<file path="config.mk">
export PLATFORM = sky130hd
export DESIGN_NAME = pc_next_unit
export DESIGN_NICKNAME = d
export VERILOG_FILES = /design/src/rtl/pc_next_unit.sv
export SDC_FILE = /design/constraint.sdc
export NUM_CORES = 1
export LEC_CHECK = 0
export ABC_AREA = 1
export CAP_MARGIN = 20
export CORE_MARGIN = 3
export CORE_UTILIZATION = 40
export CTS_BUF_LIST = sky130_fd_sc_hd__clkbuf_8 sky130_fd_sc_hd__clkbuf_16
export CTS_CLUSTER_SIZE = 10
export DETAILED_ROUTE_END_ITERATION = 10
export GPL_ROUTABILITY_DRIVEN = 1
export PLACE_DENSITY_LB_ADDON = 0.15
export SYNTH_ARGS = -nofsm -noshare
export SYNTH_HDL_FRONTEND = slang
export SYNTH_SLANG_ARGS = --single-unit
</file>
<file path="constraint.sdc">
create_clock -name clk -period 2.3 [get_ports clk]
set_clock_uncertainty 0.15 [all_clocks]
set_input_delay 0.23 -clock clk [delete_from_list [all_inputs] [get_ports clk]]
set_output_delay 0.23 -clock clk [all_outputs]
set_load 0.03 [all_outputs]
</file>
<file path="src/rtl/pc_next_unit.sv">
// Program-counter stage: sequential flow, JAL, JALR and conditional branches,
// with a single resolution bubble for branch/JALR while the ALU result lands.
module pc_next_unit #(
   parameter int unsigned           WORD_SIZE = 32,
   parameter logic [WORD_SIZE-1:0]  RESET_PC  = '0
) (
   input  logic                 clk,
   input  logic                 reset,
   input  logic                 stall,
   input  logic                 is_branch,
   input  logic                 is_jal,
   input  logic                 is_jalr,
   input  logic [12:0]          br_off,
   input  logic [20:0]          jal_off,
   input  logic                 take_branch,
   input  logic [WORD_SIZE-1:0] alu_out,
   output logic [WORD_SIZE-1:0] pc,
   output logic                 pc_valid,
   output logic [WORD_SIZE-1:0] link_addr,
   output logic                 link_we,
   output logic                 misaligned
);

   typedef enum logic [1:0] {
      RUN,
      WAIT_BR,
      WAIT_JALR
   } state_t;

   state_t               state, state_nxt;
   logic [WORD_SIZE-1:0] target, target_nxt;
   logic [WORD_SIZE-1:0] fallthru, fallthru_nxt;
   logic [WORD_SIZE-1:0] pc_nxt, link_nxt;
   logic                 link_we_nxt, misaligned_nxt;

   logic [WORD_SIZE-1:0] pc_plus4, br_sext, jal_sext, jal_tgt, jalr_tgt, br_res;
   logic                 unused_lsbs;

   // Immediate bit 0 and the JALR result LSB are architecturally forced to zero.
   assign br_sext     = {{(WORD_SIZE-13){br_off[12]}}, br_off[12:1], 1'b0};
   assign jal_sext    = {{(WORD_SIZE-21){jal_off[20]}}, jal_off[20:1], 1'b0};
   assign jalr_tgt    = {alu_out[WORD_SIZE-1:1], 1'b0};
   assign pc_plus4    = pc + WORD_SIZE'(4);
   assign jal_tgt     = pc + jal_sext;
   assign br_res      = take_branch ? target : fallthru;
   assign unused_lsbs = ^{br_off[0], jal_off[0], alu_out[0]};

   assign pc_valid = (state == RUN);

   always_comb begin
      state_nxt      = state;
      pc_nxt         = pc;
      target_nxt     = target;
      fallthru_nxt   = fallthru;
      link_nxt       = link_addr;
      link_we_nxt    = 1'b0;
      misaligned_nxt = misaligned;
      case (state)
         RUN: begin
            if (!stall) begin
               if (is_jal) begin
                  pc_nxt      = jal_tgt;
                  link_nxt    = pc_plus4;
                  link_we_nxt = 1'b1;
                  if (jal_tgt[1]) misaligned_nxt = 1'b1;
               end else if (is_jalr) begin
                  link_nxt    = pc_plus4;
                  link_we_nxt = 1'b1;
                  state_nxt   = WAIT_JALR;
               end else if (is_branch) begin
                  target_nxt   = pc + br_sext;
                  fallthru_nxt = pc_plus4;
                  state_nxt    = WAIT_BR;
               end else begin
                  pc_nxt = pc_plus4;
               end
            end
         end
         WAIT_BR: begin
            // Not-taken is sequential flow and never flags misalignment.
            pc_nxt    = br_res;
            state_nxt = RUN;
            if (take_branch && target[1]) misaligned_nxt = 1'b1;
         end
         WAIT_JALR: begin
            pc_nxt    = jalr_tgt;
            state_nxt = RUN;
            if (jalr_tgt[1]) misaligned_nxt = 1'b1;
         end
         default: begin
            state_nxt = RUN;
         end
      endcase
   end

   always_ff @(posedge clk) begin
      if (reset) begin
         state      <= RUN;
         pc         <= RESET_PC;
         target     <= '0;
         fallthru   <= '0;
         link_addr  <= '0;
         link_we    <= 1'b0;
         misaligned <= 1'b0;
      end else begin
         state      <= state_nxt;
         pc         <= pc_nxt;
         target     <= target_nxt;
         fallthru   <= fallthru_nxt;
         link_addr  <= link_nxt;
         link_we    <= link_we_nxt;
         misaligned <= misaligned_nxt;
      end
   end

endmodule
</file>
After elaboration in Yosys (flattened, before gate mapping). Cells that the tools add are included.

Word-level logic and storage cells: 53. Output and inout bits: 67. Bits of input ports: 73. Bits in registers: 132.

Add/sub/neg operators: 3. Eq/ne operators: 9. Reduce and logical (&&, ||, !) cells: 12. Bitwise gates (word level): 4. Multiplexer cells: 18.

Operators with widths (number): $mux 32 (7); $pmux 32 s3 (1); $add 32x32->32 (2); $add 32x3->32 const B (1); $ne 2x2->1 const B (4); $mux 1 (7); $ne 3x3->1 const B (2); $reduce_and 3->1 (2); $reduce_and 6->1 (1); $reduce_and 5->1 (1); $mux 2 (2); $not 1->1 (4); $reduce_and 4->1 (1); $reduce_bool 2->1 (2); $pmux 1 s3 (1); $reduce_bool 3->1 (1); $reduce_or 3->1 (1); $eq 2x1->1 const B (1); $eq 2x2->1 const B (1); $logic_not 2->1 (1); $ne 2x1->1 const B (1); $reduce_or 2->1 (1); $logic_and 1x1->1 (1).

Longest topological paths before layout. Gate-level depths: netlist (run 1).

Depth in word-level cells: 6. Gate-level depth with buffers: 15. Depth with buffers taken out: 15.

Worst setup path before layout (run 1). Ideal clock, no wire load.

Path kind: reg2reg. From: register pc[2]. To: register pc[17]. Setup time: 70 ps. Required time: 2080 ps. Arrival: 2097 ps. Clock period less this slack: 2317 ps. Slack: -17 ps. Buffers on the path: 0. Stages on the path, launching flop included: 11. Path through: dfxtp_1 -> inv_1 -> fa_1 -> nor2_1 -> nor2_1 -> nor2_1 -> nor2_1 -> o21ai_0 -> xor2_1 -> nand2_1 -> a21oi_1.

Longest elaborated chain between the ends: 6. Elaborated cells on any way between the ends: 7. Those cells by class: add/sub: 2; mux: 5.

Ends and longest elaborated chain: start: declaration (RTL line 17) `output logic [WORD_SIZE-1:0] pc,`; start signal: assignment (RTL line 107) `pc <= pc_nxt;`; $add 32x3->32 (RTL line 43) `assign pc_plus4 = pc + WORD_SIZE'(4);`; $mux 32 (RTL line 70) `end else if (is_branch) begin`; $mux 32 (RTL line 66) `end else if (is_jalr) begin`; $mux 32 * (RTL line 61) `if (is_jal) begin`; $mux 32 * (RTL line 60) `if (!stall) begin`; $pmux 32 s3 * (RTL line 58) `case (state)`.

Every way passes the cells marked *; elsewhere a longest branch is shown, timed or not. The select of a mux whose other input is x is not followed. A chain may end at the register's enable or synchronous reset.

Worst setup path in the final report (run 1).
From: register pc[15]. To: register pc[20].

The elaborated chain is that of the path after synthesis.

==> metrics.cfg, run 1 <==
[clocking]
cts.path.max_buffers=2
htree_num_levels=4
cts_made_buffers=17
root_buffer=clkbuf_16
cts_tree=done
cts.clk_slew.worst_paths_ns=0.07
cts.sinks=131
clock_latency_ns=0.42

[sta]
setup_tns_ns=0
finalHoldViolCount=0
final.period_utilization_pct=98.8
fin_crit_ns=2.27
worst_slew_pin_slew_ns=0.646
setup_slack_ns=0.0268
slew_violations=0
setup_violations=0
max-slew-margin-rel_pct=56.9
rsz0062_at_grt=yes
fmax_mhz=440

[critical_path]
crit_path_start=pc[15]
r2r_start=pc[15]
worstSetupStartpointType=flip-flop
crit_path_end_kind=flip-flop
critPathCapture=pc[20]
r2r_cells=12
path_class=reg -> reg
rr_endpoint=pc[20]
cp.arrival_ns=2.40
r2r_slack_ns=0.03
crit_fanout=5
worstPathRequired_ns=2.43

[global_route]
grt_pass1_vias=12445
antenna_found_initial=0
grt-busiest-layer=met2
grt_util_met1_pct=40.7
grt_pass1_wl_um=69900
grt_max_degree=82
grt-ovfl-total=0
grt_use_met3_pct=5.11
grt_util_met2_pct=52.2
grt_usage_pct=31.4

[power]
max-vdd-ir-drop_uv=360
p_per_area_mw_per_mm2=595
power.leakage_nw=7.75

[routing]
first_pass_iters=5
wl_per_cell_um=18.7
via_count=13212
drtIter0Drc=1162
totalWireLength_um=46700
ant_nets=0
viasPerCell=5.29
drc=0

[placement]
dpl.hpwl_um=37300
pre_cts_ws_ns=-0.370
dp.cells=2455
placedInstanceArea_sq_mm=0.0147
io_buffer_count=136
gp_congestion=1.00

[finish]
fill_cells=2583
drive_above_1_share_pct=22.1
area_growth_pct=46.4
final_cells=2496
final_area_sq_mm=0.0159
final_nets=2288
antennaDiodeCount=0
post-route-util_pct=60.3

[die]
num_rows=59
die_h_um=171
die_w_um=171
die-area_sq_mm=0.0292
initial_core_util_pct=41.2
io_pins=140
core_sq_mm=0.0264

[yosys]
ys_ff_latch=131
ys_types=52
syn_area_sq_mm=0.0109
syn_area_per_cell_sq_um=6.14
ys_seq_area_share_pct=24.2
yosysWarnings=0
synth_fp_nets=1909
synthCells=1769

[min_path]
min_path_type=reg -> reg
worstHoldPathCells=2

[outcome]
status=finished, final reports clean

[run]
max_cap_violations=0

[cells in the mapped netlist (all sizes together)]
master | number | area [sq um]
o22ai | 2 | 12.5
a31oi | 5 | 31.3
clkbuf | 44 | 166
nor3 | 24 | 161
fa | 2 | 40.0
nor4 | 4 | 25.0
inv | 260 | 976
a2111oi | 1 | 8.76
nor2 | 190 | 781
nand4 | 24 | 156
nand3b | 12 | 93.8
o2111ai | 2 | 17.5
a21oi | 171 | 878
nand3 | 99 | 513
xor2 | 25 | 249
or2 | 6 | 37.5
a21o | 5 | 37.5
o21ai | 173 | 870
xnor2 | 12 | 128
o21a | 15 | 113
dfxtp | 131 | 2620
ha | 65 | 813
a221oi | 1 | 8.76
and2 | 2 | 12.5
nand2 | 423 | 1610
a211oi | 5 | 37.5
and3 | 1 | 6.26
nor3b | 2 | 15.0
o21bai | 31 | 233
o211ai | 12 | 90.1
buf | 18 | 98.8
a21boi | 2 | 15.0
[area by class of cell]
class	instances	area, sq um	area share, %
Multi-Input combinational cell	1316	7490	47.1
Timing Repair Buffer	422	3770	23.7
Sequential cell	131	2640	16.6
Inverter	260	976	6.14
Clock buffer	17	425	2.68
Tap cell	335	419	2.64
Clock inverter	15	174	1.09
[registers in the layout, summed over array words and instances, names as in the netlist]
signal / flops
state: 2
pc: 32
misaligned: 1
target: 32
fallthru: 31
link_addr: 32
link_we: 1
[routing by layer]
layer  up-vias  routed length (um)
li1       6547                   -
met1      6066               19600
met2       493               21500
met3       106                3410
met4         0                2150
met5         -                   0
[layout by cell type (no fill, tap or decap), types with 4 or more instances in the layout]
cell type        count
nor3_1              15
buf_12              20
clkdlybuf4s50_1    133
ha_4                13
a21o_1               5
nor2_4               8
nand3_2              5
o21ai_0            157
a21oi_2             23
xor2_1              20
dfxtp_1            121
nor2_1             158
o211ai_1            12
nor3_2               5
nand3_1             92
inv_2                9
o21a_1              15
xnor2_2              4
a21oi_1            147
nand2_2             26
nand2_1            396
o21ai_1             14
a31oi_1              5
ha_1                48
nor3_4               4
clkbuf_16           17
nor2_2              24
xor2_2               5
a211oi_1             5
xnor2_1              7
dfxtp_2              9
nand4_1             23
inv_1              252
nand3b_1            11
buf_4              263
ha_2                 4
inv_6                4
o21bai_1            29
[kinds of logic (layout without fill, tap and decap cells)]
group | after synthesis | after routing | synth area share, %
compound gates | 425 | 425 | 21.7
xor+xnor | 37 | 37 | 3.47
fa+ha+maj | 67 | 67 | 7.86
buf+inv | 322 | 714 | 11.4
flops | 131 | 131 | 24.2
simple gates | 787 | 787 | 31.4
[worst max-delay path, stage by stage, from the launching register on]
cell     delay [ns]
dfxtp_2        0.46
buf_4          0.15
nand2_1        0.08
nor2_2         0.15
nand2_1        0.14
nor3_2         0.15
nand2_1        0.07
nand2_1        0.06
nand2_1        0.21
o21ai_1        0.25
inv_1          0.11
nand2_1        0.08
a21oi_1        0.06
[timing repair]
action | in CTS | in global routing
resized for setup | 11 | 117
hold endpoints to repair | 2 | 0
hold buffers | 1 | 0
buffers inserted | 0 | 8
setup endpoints to repair | 13 | 55
pin swaps | 0 | 16
[worst min path at each step]
stage | start | endpoint
final | target[2] | target[2]
after global routing | is_jalr | state[1]
after CTS | target[2] | target[2]
after detailed placement | target[2] | target[2]
after global placement | target[2] | target[2]
after floorplan | is_jalr | state[1]
[where the power goes]
group / leakage [nW] / switching, mW / internal, mW / total, mW
combinational: 6.39 / 2.27 / 1.78 / 4.04
clock: 0.292 / 1.21 / 1.63 / 2.84
sequential: 1.08 / 0.143 / 2.43 / 2.57
[metrics by stage]
step                total power [mW]  hold slack (ns)
floorplan                       4.43            0.264
global placement                6.36            0.294
detailed placement              6.38            0.307
CTS                             9.22            0.317
global route                    9.89            0.358
finish                          9.45            0.315
No activity file was read; power rests on OpenSTA's default activity.
==> run 2, diff against run 1 <==
CORE_UTILIZATION = 45   (was 40)
==> run 2 against run 1 <==
  * The run now ends with negative setup slack left
  * Cell count down 0.28%
  * Via count up 1.1%
  * First-iteration DRC count up 3.8%
  * Critical path type is now reg -> out
  * Critical endpoint is now pc[24]
==> metrics.cfg, run 2 (synthesis results as in run 1) <==
[clocking]
cts_tree=done  ; unchanged
ctsHoldBuffers=0  ; was 1
cts.sinks=131  ; unchanged
root_buffer=clkbuf_16  ; unchanged
cts_made_buffers=17  ; unchanged
clock_latency_ns=0.44  ; was 0.42 ns
htree_num_levels=4  ; unchanged
cts.path.max_buffers=2  ; unchanged
cts.clk_slew.worst_paths_ns=0.06  ; was 0.07 ns

[sta]
max-slew-margin-rel_pct=55.3  ; was 56.9%
rsz0062_at_grt=yes  ; unchanged
final.period_utilization_pct=100  ; was 98.8%
fin_crit_ns=2.31  ; was 2.27 ns
finalHoldViolCount=0  ; unchanged
fmax_mhz=434  ; was 440 MHz
setup_violations=1  ; was 0
worst_slew_pin_slew_ns=0.671  ; was 0.646 ns
slew_violations=0  ; unchanged
setup_slack_ns=-0.00540  ; was 0.0268 ns

[finish]
multi_input_area_sq_mm=0.00742  ; was 0.00749 sq mm
mostFrequentLayoutCells=403 x nand2_1, 273 x buf_4, 250 x inv_1  ; was 396 x nand2_1, 263 x buf_4, 252 x inv_1
fill_cells=2176  ; was 2583
reg.largest.list=link_addr x32, pc x32, target x32  ; unchanged
final_cells=2489  ; was 2496
layout_commonest_cell=nand2_1  ; unchanged
area_growth_pct=46.4  ; about the same
seqCellArea_sq_mm=0.00265  ; was 0.00264 sq mm
final_nets=2296  ; was 2288
drive_above_1_share_pct=22.5  ; was 22.1%

[outcome]
status=finished, violations left  ; was finished, final reports clean
violations=negative setup slack

[min_path]
worstHoldPathCells=5  ; was 2
min_path_type=in -> reg  ; was reg -> reg

[routing]
ant_nets=0  ; unchanged
totalWireLength_um=47700  ; was 46700 um
viasPerCell=5.36  ; was 5.29
via_count=13353  ; was 13.2k
drtIter0Drc=1206  ; was 1162
drc=0  ; unchanged
wl_per_cell_um=19.2  ; was 18.7 um
first_pass_iters=5  ; unchanged

[critical_path]
r2r_cells=13  ; was 12
crit_fanout=8  ; was 5
path_class=reg -> out  ; was reg -> reg
worstPathRequired_ns=1.92  ; was 2.43 ns
cp.arrival_ns=1.93  ; was 2.40 ns
worstSetupStartpointType=flip-flop  ; unchanged
crit_path_end_kind=output port  ; was flip-flop

[die]
die_w_um=161  ; was 171 um
num_rows=56  ; was 59
core_sq_mm=0.0236  ; was 0.0264 sq mm
initial_core_util_pct=46.0  ; was 41.2%
io_pins=140  ; unchanged
die_h_um=161  ; was 171 um
die-area_sq_mm=0.0260  ; was 0.0292 sq mm

[placement]
dp.cells=2450  ; was 2455
gp_congestion=1.01  ; was 1.00
io_buffer_count=136  ; unchanged
dpl.hpwl_um=38000  ; was 37300 um

[power]
p_per_area_mw_per_mm2=608  ; was 595 mW/mm^2
max-vdd-ir-drop_uv=537  ; was 360 uV
power.leakage_nw=7.82  ; was 7.75 nW
finalPower_mw=9.67  ; was 9.45 mW

[global_route]
grt_pass1_wl_um=71300  ; was 69900 um
antenna_found_initial=5  ; was 0
grt-ovfl-total=0  ; unchanged
grt_usage_pct=35.8  ; was 31.4%
grt_pass1_vias=12502  ; was 12.4k
grt_max_degree=84  ; was 82

[run]
max_cap_violations=0  ; unchanged

## run 2: final cells by class
cell class | count | share of cell area [%]
Antenna cell | 2 | 0.0315
Clock inverter | 13 | 1.25
Multi-Input combinational cell | 1316 | 46.7
Sequential cell | 131 | 16.7
Timing Repair Buffer | 430 | 23.9
Inverter | 260 | 6.16
Tap cell | 319 | 2.51
Clock buffer | 18 | 2.76
## run 2: metrics by stage
step / setup TNS, ns / setup WS, ns / area [sq um] / util [%] / hold WS (ns)
after CTS: 0 / 0.00595 / 15400 / 65.4 / 0.207
after global placement: -12.74 / -0.415 / 14700 / 62.4 / 0.304
final: -0.00540 / -0.00540 / 15900 / 67.3 / 0.209
after global routing: -0.132 / -0.0413 / 15900 / 67.3 / 0.240
after floorplan: 0 / 0.0758 / 10900 / - / 0.264
after detailed placement: -14.60 / -0.443 / 14700 / 62.4 / 0.305
## run 2: critical path: stages (launching register included)
cell	delay, ns
dfxtp_1	0.52
buf_4	0.28
clkdlybuf4s50_1	0.70
## run 2: timing repair
item                       CTS  global route
pin swaps                    1            22
buffers inserted             0             6
setup endpoints to repair   29            59
gates resized for setup     22           104
gates cloned                 0             0
## run 2: power by group
part,switching [mW],internal [mW]
clock,1.19,1.86
sequential,0.181,2.43
combinational,2.25,1.75
## run 2: per-layer routing
layer	track usage (%)	up-vias	part of all wire, %
li1	-	6556	-
met3	5.98	104	7.7
met2	59.2	540	47
met4	14.2	2	4.3
met1	46.6	6151	41
met5	0	-	0.027
## run 2: worst paths after layout
kind | to | slack, ns | start
setup / recovery | pc[24] | -0.005 | pc[24]
hold / removal | target[0] | 0.21 | reset
setup reg to reg | pc[26] | 0.03 | pc[5]
hold reg to reg | target[2] | 0.32 | target[2]
